===== config.mk =====
export PLATFORM = sky130hd
export DESIGN_NAME = mem_arbiter_flat
export DESIGN_NICKNAME = d
export VERILOG_FILES = /design/src/rtl/mem_arbiter_pkg.sv /design/src/rtl/mem_arbiter_if.sv /design/src/rtl/arb_watchdog.sv /design/src/rtl/mem_arbiter.sv /design/src/flat_wrapper.sv
export SDC_FILE = /design/constraint.sdc
export NUM_CORES = 1
export LEC_CHECK = 0
export BUFFER_PORTS_ARGS = -buffer_cell sky130_fd_sc_hd__buf_4
export CORE_AREA = 3 3 102 104
export CTS_CLUSTER_SIZE = 30
export DETAILED_ROUTE_END_ITERATION = 6
export DIE_AREA = 0 0 105 107
export PLACE_DENSITY = 0.66
export SETUP_SLACK_MARGIN = 0.05
export SLEW_MARGIN = 5
export SYNTH_ARGS = -nofsm -noshare
export SYNTH_HDL_FRONTEND = slang
export SYNTH_HIERARCHICAL = 1
export SYNTH_SLANG_ARGS = --single-unit

===== constraint.sdc =====
create_clock -name CLK -period 3.15 [get_ports CLK]
set_clock_uncertainty 0.05 [all_clocks]
set_input_delay 0.1575 -clock CLK [delete_from_list [all_inputs] [get_ports CLK]]
set_output_delay 0.1575 -clock CLK [all_outputs]
set_load 0.05 [all_outputs]

===== src/rtl/mem_arbiter_pkg.sv =====
// Shared types for the I/D cache memory arbiter: RAM status codes, arbiter FSM states
// and the data word returned to a requester whose access was aborted by a fault.
package mem_arbiter_pkg;

  typedef enum logic [1:0] {
    FREE   = 2'd0,
    BUSY   = 2'd1,
    ACCESS = 2'd2,
    ERROR  = 2'd3
  } ramstate_t;

  typedef enum logic [1:0] {
    IDLE  = 2'd0,
    IACC  = 2'd1,
    DACC  = 2'd2,
    FAULT = 2'd3
  } arb_state_t;

  localparam logic [31:0] ARB_FAULT_WORD = 32'hBAD1BAD1;

endpackage


===== src/rtl/mem_arbiter_if.sv =====
// Cache-side and RAM-side signals of the arbiter; master = caches plus RAM model, slave = arbiter.
// Waits are the only backpressure: a requester holds its request until its wait drops.
interface mem_arbiter_if;
  import mem_arbiter_pkg::*;

  logic        iREN;
  logic [31:0] iaddr;
  logic        dREN;
  logic        dWEN;
  logic [31:0] daddr;
  logic [31:0] dstore;
  logic        iwait;
  logic        dwait;
  logic [31:0] iload;
  logic [31:0] dload;
  logic        ramREN;
  logic        ramWEN;
  logic [31:0] ramaddr;
  logic [31:0] ramstore;
  logic [31:0] ramload;
  ramstate_t   ramstate;
  logic        err;

  modport master (
    output iREN, iaddr, dREN, dWEN, daddr, dstore, ramload, ramstate,
    input  iwait, dwait, iload, dload, ramREN, ramWEN, ramaddr, ramstore, err
  );

  modport slave (
    input  iREN, iaddr, dREN, dWEN, daddr, dstore, ramload, ramstate,
    output iwait, dwait, iload, dload, ramREN, ramWEN, ramaddr, ramstore, err
  );

endinterface


===== src/rtl/arb_watchdog.sv =====
// Access watchdog: counts cycles of an access without ACCESS, trips at TIMEOUT-1 or on RAM ERROR.
// Trip is combinational in the tripping cycle; err is a sticky flag cleared only by reset.
module arb_watchdog #(
  parameter int TIMEOUT = 16
) (
  input  logic clk,
  input  logic rst,
  input  logic clr,
  input  logic en,
  input  logic ack,
  input  logic ram_err,
  output logic trip,
  output logic err
);

  logic [7:0] tcnt_q, tcnt_d;
  logic       err_q, err_d;

  always_comb begin
    trip   = en && !ack && (ram_err || (tcnt_q == 8'(TIMEOUT - 1)));
    tcnt_d = tcnt_q;
    if (clr) begin
      tcnt_d = '0;
    end else if (en && !ack) begin
      tcnt_d = tcnt_q + 8'd1;
    end
    err_d = err_q | trip;
  end

  always_ff @(posedge clk) begin
    if (rst) begin
      tcnt_q <= '0;
      err_q  <= 1'b0;
    end else begin
      tcnt_q <= tcnt_d;
      err_q  <= err_d;
    end
  end

  assign err = err_q;

endmodule


===== src/rtl/mem_arbiter.sv =====
// Grants the single RAM port to icache or dcache; RAM driven the cycle after a request, completion on ACCESS.
// Grant held until ACCESS, fault or requester drop; data wins unless D_STREAK data grants starved iREN.
module mem_arbiter
  import mem_arbiter_pkg::*;
#(
  parameter int TIMEOUT  = 16,
  parameter int D_STREAK = 4
) (
  input  logic          CLK,
  input  logic          nRST,
  mem_arbiter_if.slave  bus
);

  arb_state_t  state_q, state_d;
  logic [2:0]  streak_q, streak_d;
  logic        fault_src_q, fault_src_d;  // 1: dcache faulted, 0: icache

  logic        d_req;
  logic        wd_clr, wd_en, wd_ack, wd_ram_err, wd_trip, wd_err;
  logic        i_done, d_done;
  logic        iwait, dwait, ram_ren, ram_wen;
  logic [31:0] iload, dload, ram_addr, ram_store;

  assign d_req      = bus.dREN | bus.dWEN;
  assign wd_clr     = (state_q == IDLE);
  assign wd_en      = !nRST && (((state_q == IACC) && bus.iREN) || ((state_q == DACC) && d_req));
  assign wd_ack     = (bus.ramstate == ACCESS);
  assign wd_ram_err = (bus.ramstate == ERROR);

  arb_watchdog #(.TIMEOUT(TIMEOUT)) u_watchdog (
    .clk     (CLK),
    .rst     (nRST),
    .clr     (wd_clr),
    .en      (wd_en),
    .ack     (wd_ack),
    .ram_err (wd_ram_err),
    .trip    (wd_trip),
    .err     (wd_err)
  );

  always_comb begin
    state_d     = state_q;
    fault_src_d = fault_src_q;
    iwait       = 1'b1;
    dwait       = 1'b1;
    iload       = '0;
    dload       = '0;
    ram_ren     = 1'b0;
    ram_wen     = 1'b0;
    ram_addr    = '0;
    ram_store   = '0;
    i_done      = 1'b0;
    d_done      = 1'b0;
    case (state_q)
      IDLE: begin
        if (d_req && !(bus.iREN && (streak_q == 3'(D_STREAK)))) begin
          state_d = DACC;
        end else if (bus.iREN) begin
          state_d = IACC;
        end
      end
      IACC: begin
        ram_addr = bus.iaddr;
        if (!bus.iREN) begin
          state_d = IDLE;
        end else begin
          ram_ren = 1'b1;
          if (wd_ack) begin
            iwait   = 1'b0;
            iload   = bus.ramload;
            i_done  = 1'b1;
            state_d = IDLE;
          end else if (wd_trip) begin
            fault_src_d = 1'b0;
            state_d     = FAULT;
          end
        end
      end
      DACC: begin
        ram_addr  = bus.daddr;
        ram_store = bus.dstore;
        if (!d_req) begin
          state_d = IDLE;
        end else begin
          ram_wen = bus.dWEN;
          ram_ren = !bus.dWEN;
          if (wd_ack) begin
            dwait   = 1'b0;
            dload   = bus.ramload;
            d_done  = 1'b1;
            state_d = IDLE;
          end else if (wd_trip) begin
            fault_src_d = 1'b1;
            state_d     = FAULT;
          end
        end
      end
      FAULT: begin
        if (fault_src_q) begin
          dwait = 1'b0;
          dload = ARB_FAULT_WORD;
        end else begin
          iwait = 1'b0;
          iload = ARB_FAULT_WORD;
        end
        state_d = IDLE;
      end
      default: state_d = IDLE;
    endcase
    // Reset abandons any in-flight access in the same cycle it is seen.
    if (nRST) begin
      state_d   = IDLE;
      iwait     = 1'b1;
      dwait     = 1'b1;
      iload     = '0;
      dload     = '0;
      ram_ren   = 1'b0;
      ram_wen   = 1'b0;
      ram_addr  = '0;
      ram_store = '0;
      i_done    = 1'b0;
      d_done    = 1'b0;
    end
  end

  always_comb begin
    streak_d = streak_q;
    if (!bus.iREN || i_done) begin
      streak_d = '0;
    end else if (d_done && (streak_q < 3'(D_STREAK))) begin
      streak_d = streak_q + 3'd1;
    end
  end

  always_ff @(posedge CLK) begin
    if (nRST) begin
      state_q     <= IDLE;
      streak_q    <= '0;
      fault_src_q <= 1'b0;
    end else begin
      state_q     <= state_d;
      streak_q    <= streak_d;
      fault_src_q <= fault_src_d;
    end
  end

  assign bus.iwait    = iwait;
  assign bus.dwait    = dwait;
  assign bus.iload    = iload;
  assign bus.dload    = dload;
  assign bus.ramREN   = ram_ren;
  assign bus.ramWEN   = ram_wen;
  assign bus.ramaddr  = ram_addr;
  assign bus.ramstore = ram_store;
  assign bus.err      = wd_err;

endmodule


===== src/flat_wrapper.sv =====
// flat-port wrapper written by rule: the top's interface ports become plain ports
module mem_arbiter_flat import mem_arbiter_pkg::*;
#(
  parameter int TIMEOUT  = 16,
  parameter int D_STREAK = 4
)
  (CLK, nRST, bus_iREN, bus_iaddr, bus_dREN, bus_dWEN, bus_daddr, bus_dstore, bus_ramload, bus_ramstate, bus_iwait, bus_dwait, bus_iload, bus_dload, bus_ramREN, bus_ramWEN, bus_ramaddr, bus_ramstore, bus_err);
  mem_arbiter_if bus_i ();
  input  logic CLK;
  input  logic nRST;
  input wire logic [$bits(bus_i.iREN)-1:0] bus_iREN;
  input wire logic [$bits(bus_i.iaddr)-1:0] bus_iaddr;
  input wire logic [$bits(bus_i.dREN)-1:0] bus_dREN;
  input wire logic [$bits(bus_i.dWEN)-1:0] bus_dWEN;
  input wire logic [$bits(bus_i.daddr)-1:0] bus_daddr;
  input wire logic [$bits(bus_i.dstore)-1:0] bus_dstore;
  input wire logic [$bits(bus_i.ramload)-1:0] bus_ramload;
  input wire logic [$bits(bus_i.ramstate)-1:0] bus_ramstate;
  output wire logic [$bits(bus_i.iwait)-1:0] bus_iwait;
  output wire logic [$bits(bus_i.dwait)-1:0] bus_dwait;
  output wire logic [$bits(bus_i.iload)-1:0] bus_iload;
  output wire logic [$bits(bus_i.dload)-1:0] bus_dload;
  output wire logic [$bits(bus_i.ramREN)-1:0] bus_ramREN;
  output wire logic [$bits(bus_i.ramWEN)-1:0] bus_ramWEN;
  output wire logic [$bits(bus_i.ramaddr)-1:0] bus_ramaddr;
  output wire logic [$bits(bus_i.ramstore)-1:0] bus_ramstore;
  output wire logic [$bits(bus_i.err)-1:0] bus_err;
  assign bus_i.iREN = bus_iREN;
  assign bus_i.iaddr = bus_iaddr;
  assign bus_i.dREN = bus_dREN;
  assign bus_i.dWEN = bus_dWEN;
  assign bus_i.daddr = bus_daddr;
  assign bus_i.dstore = bus_dstore;
  assign bus_i.ramload = bus_ramload;
  assign bus_i.ramstate = bus_ramstate;
  assign bus_iwait = bus_i.iwait;
  assign bus_dwait = bus_i.dwait;
  assign bus_iload = bus_i.iload;
  assign bus_dload = bus_i.dload;
  assign bus_ramREN = bus_i.ramREN;
  assign bus_ramWEN = bus_i.ramWEN;
  assign bus_ramaddr = bus_i.ramaddr;
  assign bus_ramstore = bus_i.ramstore;
  assign bus_err = bus_i.err;
  mem_arbiter #(.TIMEOUT(TIMEOUT), .D_STREAK(D_STREAK)) u_core (.CLK(CLK), .nRST(nRST), .bus(bus_i));
endmodule

==> Word level (Yosys, flattened, before mapping) <==
Index checks and enable logic that the tools add are counted.
{ "totals": {"regBits": 15, "output_inout_bits": 133, "wordCells": 95} }
{ "op_classes": {"addsub": 2, "magnitude_cmp": 1, "n_eq_ne": 14, "n_mux": 50, "n_bitwise": 2, "reduce_logical": 21} }
{ "ops": {"columns": ["op", "count"], "rows": [
  ["$mux 32", 10],
  ["$pmux 32 s2", 3],
  ["$mux 1", 26],
  ["$mux 2", 6],
  ["$ne 2x2->1 const B", 5],
  ["$add 8x1->8 const B", 1],
  ["$eq 2x2->1 const B", 4],
  ["$eq 8x4->1 const B", 1],
  ["$logic_and 1x1->1", 8],
  ["$pmux 1 s2", 4],
  ["$pmux 2 s4", 1],
  ["$reduce_and 7->1", 1],
  ["$logic_not 1->1", 5],
  ["$reduce_or 2->1", 2],
  ["$add 3x1->3 const B", 1],
  ["$eq 3x3->1 const B", 1],
  ["$logic_or 1x1->1", 3],
  ["$lt 3x3->1 const B", 1],
  ["$ne 3x2->1 const B", 1],
  ["$eq 2x1->1 const B", 1],
  ["$logic_not 2->1", 1],
  ["$ne 2x1->1 const B", 1],
  ["$or 1x1->1", 2],
  ["$reduce_bool 2->1", 1]
]} }

==> Logic depth before layout (Yosys ltp) <==
Gate-level depths: netlist of run 1.
{ "depth": {"ltp_word": 10, "depth_mapped": 12, "mapped_depth_nobuf": 11} }

==> Modules after synthesis <==
The synthesis of run 1 kept the hierarchy.
{ "modules_own_cells": {"columns": ["module", "instances", "cells_per_inst", "area_per_inst_um2"], "rows": [
  ["mem_arbiter", 1, 297, 1810.5],
  ["arb_watchdog", 1, 50, 446.7]
]} }

==> Worst setup path before layout of run 1 <==
No wires, ideal clock.
{ "synth_path": {"kind": "flip-flop to flip-flop", "start": "reg u_core.state_q[1]", "end": "reg u_core.state_q[1]", "arrival_time_ps": 2147, "required_time_ps": 3026, "slack_ps": 878, "path_stages_with_launch": 13, "n_path_buf": 1, "synth_period_minus_slack_ps": 2272, "cell_sequence": "dfxtp_1 inv_1 ha_1 and2_2 clkbuf_1 nor2_1 nor2_1 nor2b_1 nand2_1 nand2_1 o21ba_2 o211ai_1 a31oi_1"} }
{ "synth_via": {"elab_chain_cells": 10} }
{ "synth_rtl": {"columns": ["item", "line", "rtl"], "rows": [
  ["start, declared", "mem_arbiter.sv:14", "arb_state_t state_q, state_d;"],
  ["start signal, assigned", "mem_arbiter.sv:141", "state_q <= state_d;"],
  ["$eq 2x1->1 or $eq 2x2->1 (tied branches)", "mem_arbiter.sv:26", "assign wd_en = !nRST && (((state_q == IACC) && bus.iREN) || ((state_q == DACC) && d_req));"],
  ["$logic_and 1x1->1", "mem_arbiter.sv:26", null],
  ["$logic_or 1x1->1 *", "mem_arbiter.sv:26", null],
  ["$logic_and 1x1->1 *", "mem_arbiter.sv:26", null],
  ["via u_core.wd_en", "mem_arbiter.sv:19", "logic wd_clr, wd_en, wd_ack, wd_ram_err, wd_trip, wd_err;"],
  ["$logic_and 1x1->1 * (2 in series)", "arb_watchdog.sv:20", "trip = en && !ack && (ram_err || (tcnt_q == 8'(TIMEOUT - 1)));"],
  ["via u_core.wd_trip", "mem_arbiter.sv:19", null],
  ["$mux 2 * (2 in series)", null, null],
  ["$mux 2, on equally long branches", null, null],
  ["$pmux 2 s4 *", "mem_arbiter.sv:54", "case (state_q)"]
]} }
Mark *: on every way through the listed nets, which the timed path passes. The rest lies on a longest branch.
A chain may end at the register's enable or synchronous reset.

==> Final worst setup path of run 1 <==
Same ends and word-level chain as after synthesis.

==> results by group, run 1 <==
Job
  – Max-cap violation count: 0

STA
  – Fin crit share: 82.7%
  – Unrepaired setup endpoints after global routing: no
  – Post-layout minimum cycle time: 2.60 ns
  – Slew margin rel.: 44.0%
  – Final setup viols: 0
  – Final-report hold violation count: 0
  – Maximum clock frequency: 384 MHz
  – Setup TNS Final: 0 ns
  – Worst-margin pin slew: 0.838 ns
  – Pins Over Slew Limit: 0

CTS
  – CTS tree: yes
  – Htree depth: 1
  – Clk_lat worst skew: 0.25 ns
  – Worst-path clk slew: 0.06 ns
  – Post-CTS setup buffers: 0
  – TritonCTS Buffers: 3
  – Clk sinks: 15
  – CTS-repair resized insts: 0
  – Max Root-Sink Buffers: 2
  – Clock Tree Root: clkbuf_8
  – # hold bufs at CTS: 0

Floorplanning
  – Chip height: 107 µm
  – Initial core utilization: 23.4%
  – IO Count: 268
  – Row count: 36
  – CORE AREA: 9640 µm²
  – Die width: 105 µm
  – Die area: 11,200 µm²

Routing
  – Routed WL per cell: 14.6 µm
  – Via count: 3,472
  – DRT Wirelength: 10.6 mm
  – Iteration-0 DRC Markers: 288
  – Drt pass-1 iters: 6
  – Routed Antenna Nets: 0
  – Via density: 4.79
  – Drc violations: 0

GRT
  – Vias in the first global route: 3,305
  – Largest net degree at the start of global routing: 49
  – Global route overflow: 0
  – Overall fraction of global-route tracks in use: 17.2%
  – Initial antenna violation count: 0
  – First-pass GRT wire length: 16.3 mm

Pwr
  – NetSw: 0.578 mW
  – Seq pwr share: 17.4%
  – Sw frac: 49.6%
  – Pwr Density: 267 nW/µm²
  – Worst VDD drop: 0.150 mV
  – Cell Int Power: 0.589 mW
  – Lkg Pwr: 2.09 nW
  – Clock share of power: 13.6%
  – Logic pwr share: 69.0%

Final layout
  – Non-Filler Instances: 725
  – Layout net count: 736
  – Ant. Diodes: 0
  – Area growth syn-to-layout: 93.9%
  – Share of cells above drive strength 1: 49.0%

Setup path
  – Critical path launch point type: flip-flop
  – Critical path required time: 3.27 ns
  – Crit Path Max Fanout: 21
  – CP Class: flip-flop to flip-flop
  – Worst Path Arrival: 2.72 ns
  – Critical path endpoint category: flip-flop

Synth
  – Ranking of synthesized cells by area: and2_1, dfxtp_1, a22oi_1, nor2_1, nand3_1
  – Syn_nets: 490
  – Syn Area/Cell: 6.50 µm²
  – Sequential area share after synthesis: 13.3%
  – Yosys top cell by area: and2_1
  – Most frequent cell after synthesis: and2_1
  – Fraction of registers with async set/reset: 0%
  – Synth Warn #: 6
  – Post-synth cell types: 51
  – Mapped Cells: 347
  – Number of synthesized register bits: 15
  – Ys flop type: dfxtp_1
  – Top post-synthesis cells by count: and2_1, nor2_1, a22oi_1
  – Area share of the largest cell type after synthesis: 17.5%
  – Mapped Area: 2260 µm²
  – EDFF count, synth: 0

Place
  – Detailed placer's ending HPWL: 8.65 mm
  – GP Congestion: 0.805
  – Placed cells: 721
  – Port buffer count: 267

Status
  – Status: complete, no violations

Min path
  – Type of the most critical hold path: primary input to flip-flop
## power groups by stage
stage	Combinational, mW	Sequential (mW)	Clock, mW
global route	0.861	0.203	0.177
CTS	0.804	0.202	0.167
finish	0.805	0.203	0.159
global placement	0.791	0.206	0
floorplan	0.508	0.206	0
detailed placement	0.803	0.206	0
## area by class of cell
cell class,count,area (µm²)
clock buffers,4,45.0
fillers,1020,5260
inverters,8,30.0
multi-input cells,292,1790
flip-flops and latches,15,300
well taps,133,166
repair buffers,273,2050
## cells in the final DEF, fill, tap and decap left out, types with 2 or more instances in the layout
cell type    n
clkbuf_8     3
nor2b_1      4
o21ai_2      2
nand2_1      9
ha_1         8
dfxtp_1     15
nand3_1     27
o31ai_1      2
xnor2_1      2
a21oi_1     25
and2_1      63
a22oi_1     32
buf_4      273
or2_2        2
a41oi_1      2
mux2i_1      3
nand3b_1     3
nor2_1      58
nor3_1       2
o21ai_0      3
inv_1        7
or4_1        2
a31oi_1     19
## worst paths after layout
check,startpoint,end,slack [ns],depth (start not counted)
max,u_core/state_q[1],u_core/state_q[1],0.55,11
min reg2reg,u_core/u_watchdog/tcnt_q[7],u_core/u_watchdog/tcnt_q[7],0.43,2
max reg2reg,u_core/state_q[1],u_core/state_q[1],0.55,11
min,nRST,u_core/fault_src_q,0.12,2
## metrics by stage
stage | setup slack, ns | hold slack (ns) | total power, mW | instance area, µm² | utilization, %
after floorplan | 0.878 | 0.177 | 0.714 | 2260 | -
after global placement | 0.759 | 0.382 | 0.996 | 4330 | 44.9
after detailed placement | 0.611 | 0.388 | 1.01 | 4330 | 44.9
after CTS | 0.592 | 0.114 | 1.17 | 4380 | 45.4
after global routing | 0.352 | 0.119 | 1.24 | 4380 | 45.4
final | 0.546 | 0.117 | 1.17 | 4380 | 45.4
## flip-flops by register name (all words and copies together) (netlist names)
name,count
u_core/state_q,2
u_core/u_watchdog/tcnt_q,8
u_core/u_watchdog/err,1
u_core/fault_src_q,1
u_core/streak_q,3
## cell families after synthesis
group | Yosys count | share of synthesized area [%]
AO/OA/AOI/OAI | 95 | 28.2
buffers and inverters | 40 | 7.59
multiplexers | 4 | 1.83
XOR/XNOR | 2 | 0.776
AND/OR/NAND/NOR | 183 | 43.8
flip-flops | 15 | 13.3
adder cells (fa/ha/maj) | 8 | 4.43
## critical path: stages (launching register included)
cell and delay (ns):
dfxtp_1 0.35, inv_1 0.12, ha_1 0.17, and2_2 0.39
nor2_1 0.10, nor2_1 0.29, nor2b_1 0.36, nand2_1 0.10
nand2_1 0.15, o21ba_2 0.15, o211ai_1 0.08, a31oi_1 0.21
## routing by layer
layer  part of all wire [%]  routed length, µm  GRT usage, %  vias to the layer above
li1                       -                  -             -                     1718
met1                     39               4100          19.8                     1541
met2                     50               5270          31.4                      197
met3                    9.8               1040          4.03                       16
met4                    2.0                212          5.53                        0
met5                      0                  0             0                        -
(Power assumes the default switching activity.)
==> run 2, diff against run 1 <==
- clock period: 3.15 -> 2.4 ns (I/O delays scaled with it)
==> results by group, run 2 (synthesis gave the netlist of run 1 again) <==
CTS
  – Htree depth: 1 (unchanged)
  – Clk sinks: 15 (unchanged)
  – Clk_lat worst skew: 0.25 ns (about the same)
  – CTS tree: yes
  – # hold bufs at CTS: 0 (unchanged)
  – Max Root-Sink Buffers: 2 (unchanged)
  – Worst-path clk slew: 0.07 ns (about the same)
  – Clock Tree Root: clkbuf_8
  – TritonCTS Buffers: 3 (unchanged)

Setup path
  – Critical path required time: 2.23 ns (-1.04 ns)
  – Crit Path Max Fanout: 38 (+81%)
  – CP Class: flip-flop to primary output
  – Worst Path Arrival: 2.05 ns (-0.67 ns)
  – Critical path launch point type: flip-flop
  – Critical path endpoint category: primary output

Routing
  – Drc violations: 0 (unchanged)
  – Via density: 4.77 (-0.43%)
  – Via count: 3,481 (+0.26%)
  – Routed WL per cell: 14.5 µm (-0.98%)
  – Drt pass-1 iters: 4 (-2)
  – DRT Wirelength: 10.6 mm (-0.30%)
  – Iteration-0 DRC Markers: 254 (-12%)
  – Routed Antenna Nets: 0 (unchanged)

Pwr
  – Total power: 1.56 mW (+34%)
  – Logic pwr share: 69.6% (+0.6 points)
  – Pwr Density: 351 nW/µm² (+32%)
  – Clock share of power: 13.4% (-0.2 points)
  – Cell Int Power: 0.795 mW (+35%)
  – Worst VDD drop: 0.176 mV (+17%)
  – Sw frac: 49.1% (-0.51 points)
  – NetSw: 0.765 mW (+32%)
  – Lkg Pwr: 2.12 nW (+1.4%)
  – Seq pwr share: 17.0% (-0.4 points)

Final layout
  – Commonest non-fill, non-tap cell in the layout: buf_4
  – Max reg flops: 8 (unchanged)
  – Largest registers: u_core/u_watchdog/tcnt_q (8), u_core/streak_q (3), u_core/state_q (2)
  – Layout net count: 741 (+0.68%)
  – Final instance area: 4440 µm² (+1.5%)
  – Fin util: 46.1% (+0.66 points)
  – Top reg by flops: u_core/u_watchdog/tcnt_q
  – Commonest cells after routing, fill and taps aside: buf_4, and2_1, nor2_1
  – Area growth syn-to-layout: 96.7%
  – Share of cells above drive strength 1: 49.9% (+0.93 points)
  – Ant. Diodes: 0 (unchanged)

GRT
  – First-pass GRT wire length: 16.4 mm (+1.1%)
  – Global route overflow: 0 (unchanged)
  – Vias in the first global route: 3,417 (+3.4%)
  – Overall fraction of global-route tracks in use: 17.3% (+0.072 points)
  – Initial antenna violation count: 0 (unchanged)
  – Largest net degree at the start of global routing: 39 (-20%)

STA
  – Worst-margin pin slew: 0.747 ns (-0.0913 ns)
  – Worst hold slack: 0.0735 ns (-0.0438 ns)
  – Maximum clock frequency: 449 MHz
  – Post-layout minimum cycle time: 2.22 ns
  – Final setup viols: 0 (unchanged)
  – Unrepaired setup endpoints after global routing: no
  – Slew margin rel.: 50.2% (+6.2 points)
  – Pins Over Slew Limit: 0 (unchanged)
  – Setup TNS Final: 0 ns (unchanged)
  – Final-report hold violation count: 0 (unchanged)
  – Fin crit share: 92.7%

Min path
  – Type of the most critical hold path: primary input to flip-flop

Floorplanning
  – Die area: 11,200 µm² (unchanged)
  – IO Count: 268 (unchanged)
  – CORE AREA: 9640 µm² (unchanged)
  – Row count: 36 (unchanged)
  – Initial core utilization: 23.4% (unchanged)
  – Die width: 105 µm (unchanged)
  – Chip height: 107 µm (unchanged)

Place
  – Detailed placer's ending HPWL: 8.57 mm (-0.96%)
  – GP Congestion: 0.874 (+8.5%)
  – Cell Area, Placed: 4360 µm² (+0.69%)
  – Port buffer count: 267 (unchanged)

Job
  – Max-cap violation count: 0 (unchanged)

Status
  – Status: complete, no violations
## run 2: layer usage
metal | vias up | global-route usage, % | part of all wire, %
li1 | 1728 | - | -
met1 | 1571 | 19.1 | 37
met2 | 174 | 32.5 | 52
met3 | 8 | 4.70 | 9.9
met4 | 0 | 4.59 | 1.1
met5 | - | 0 | 0
## run 2: final timing paths
| check | from | endpoint | slack [ns] | cells past startpoint |
|---|---|---|---|---|
| worst max register to register | u_core/state_q[1] | u_core/state_q[1] | 0.25 | 11 |
| worst min register to register | u_core/u_watchdog/tcnt_q[7] | u_core/u_watchdog/tcnt_q[7] | 0.43 | 2 |
| worst min-delay path | nRST | u_core/u_watchdog/err | 0.07 | 2 |
| worst max-delay path | u_core/state_q[0] | bus_dload[21] | 0.18 | 7 |
## run 2: what timing repair did
item	in CTS	in global routing
buffers inserted	0	1
resized for setup	1	8
pin swaps	0	1
gates cloned	0	0
setup endpoints to repair	14	66
## run 2: metrics by stage
stage / setup WS, ns / std cells
3_3_place_gp: 0.317 / 725
4_1_cts: 0.0584 / 729
6_report: 0.175 / 730
3_5_place_dp: 0.207 / 725
2_1_floorplan: 0.128 / 347
5_1_grt: 0.00932 / 730
## run 2: final cells by class
class | count | area, µm²
Multi-Input combinational cell | 292 | 1790
Fill cell | 995 | 5200
Tap cell | 133 | 166
Sequential cell | 15 | 300
Clock buffer | 4 | 45.0
Timing Repair Buffer | 278 | 2110
Inverter | 8 | 30.0
## run 2: power groups by stage
stage	Combinational [mW]	Sequential, mW	Clock [mW]
2_1_floorplan	0.666	0.271	0
3_3_place_gp	1.05	0.270	0
3_5_place_dp	1.07	0.271	0
4_1_cts	1.07	0.265	0.214
5_1_grt	1.17	0.266	0.223
6_report	1.09	0.266	0.209
## run 2: worst max-delay path: stages, from the launching register on
cell     delay, ns
dfxtp_1       0.34
inv_1         0.13
ha_1          0.23
buf_12        0.22
nor2b_1       0.23
and3_4        0.30
and2_1        0.15
buf_4         0.19
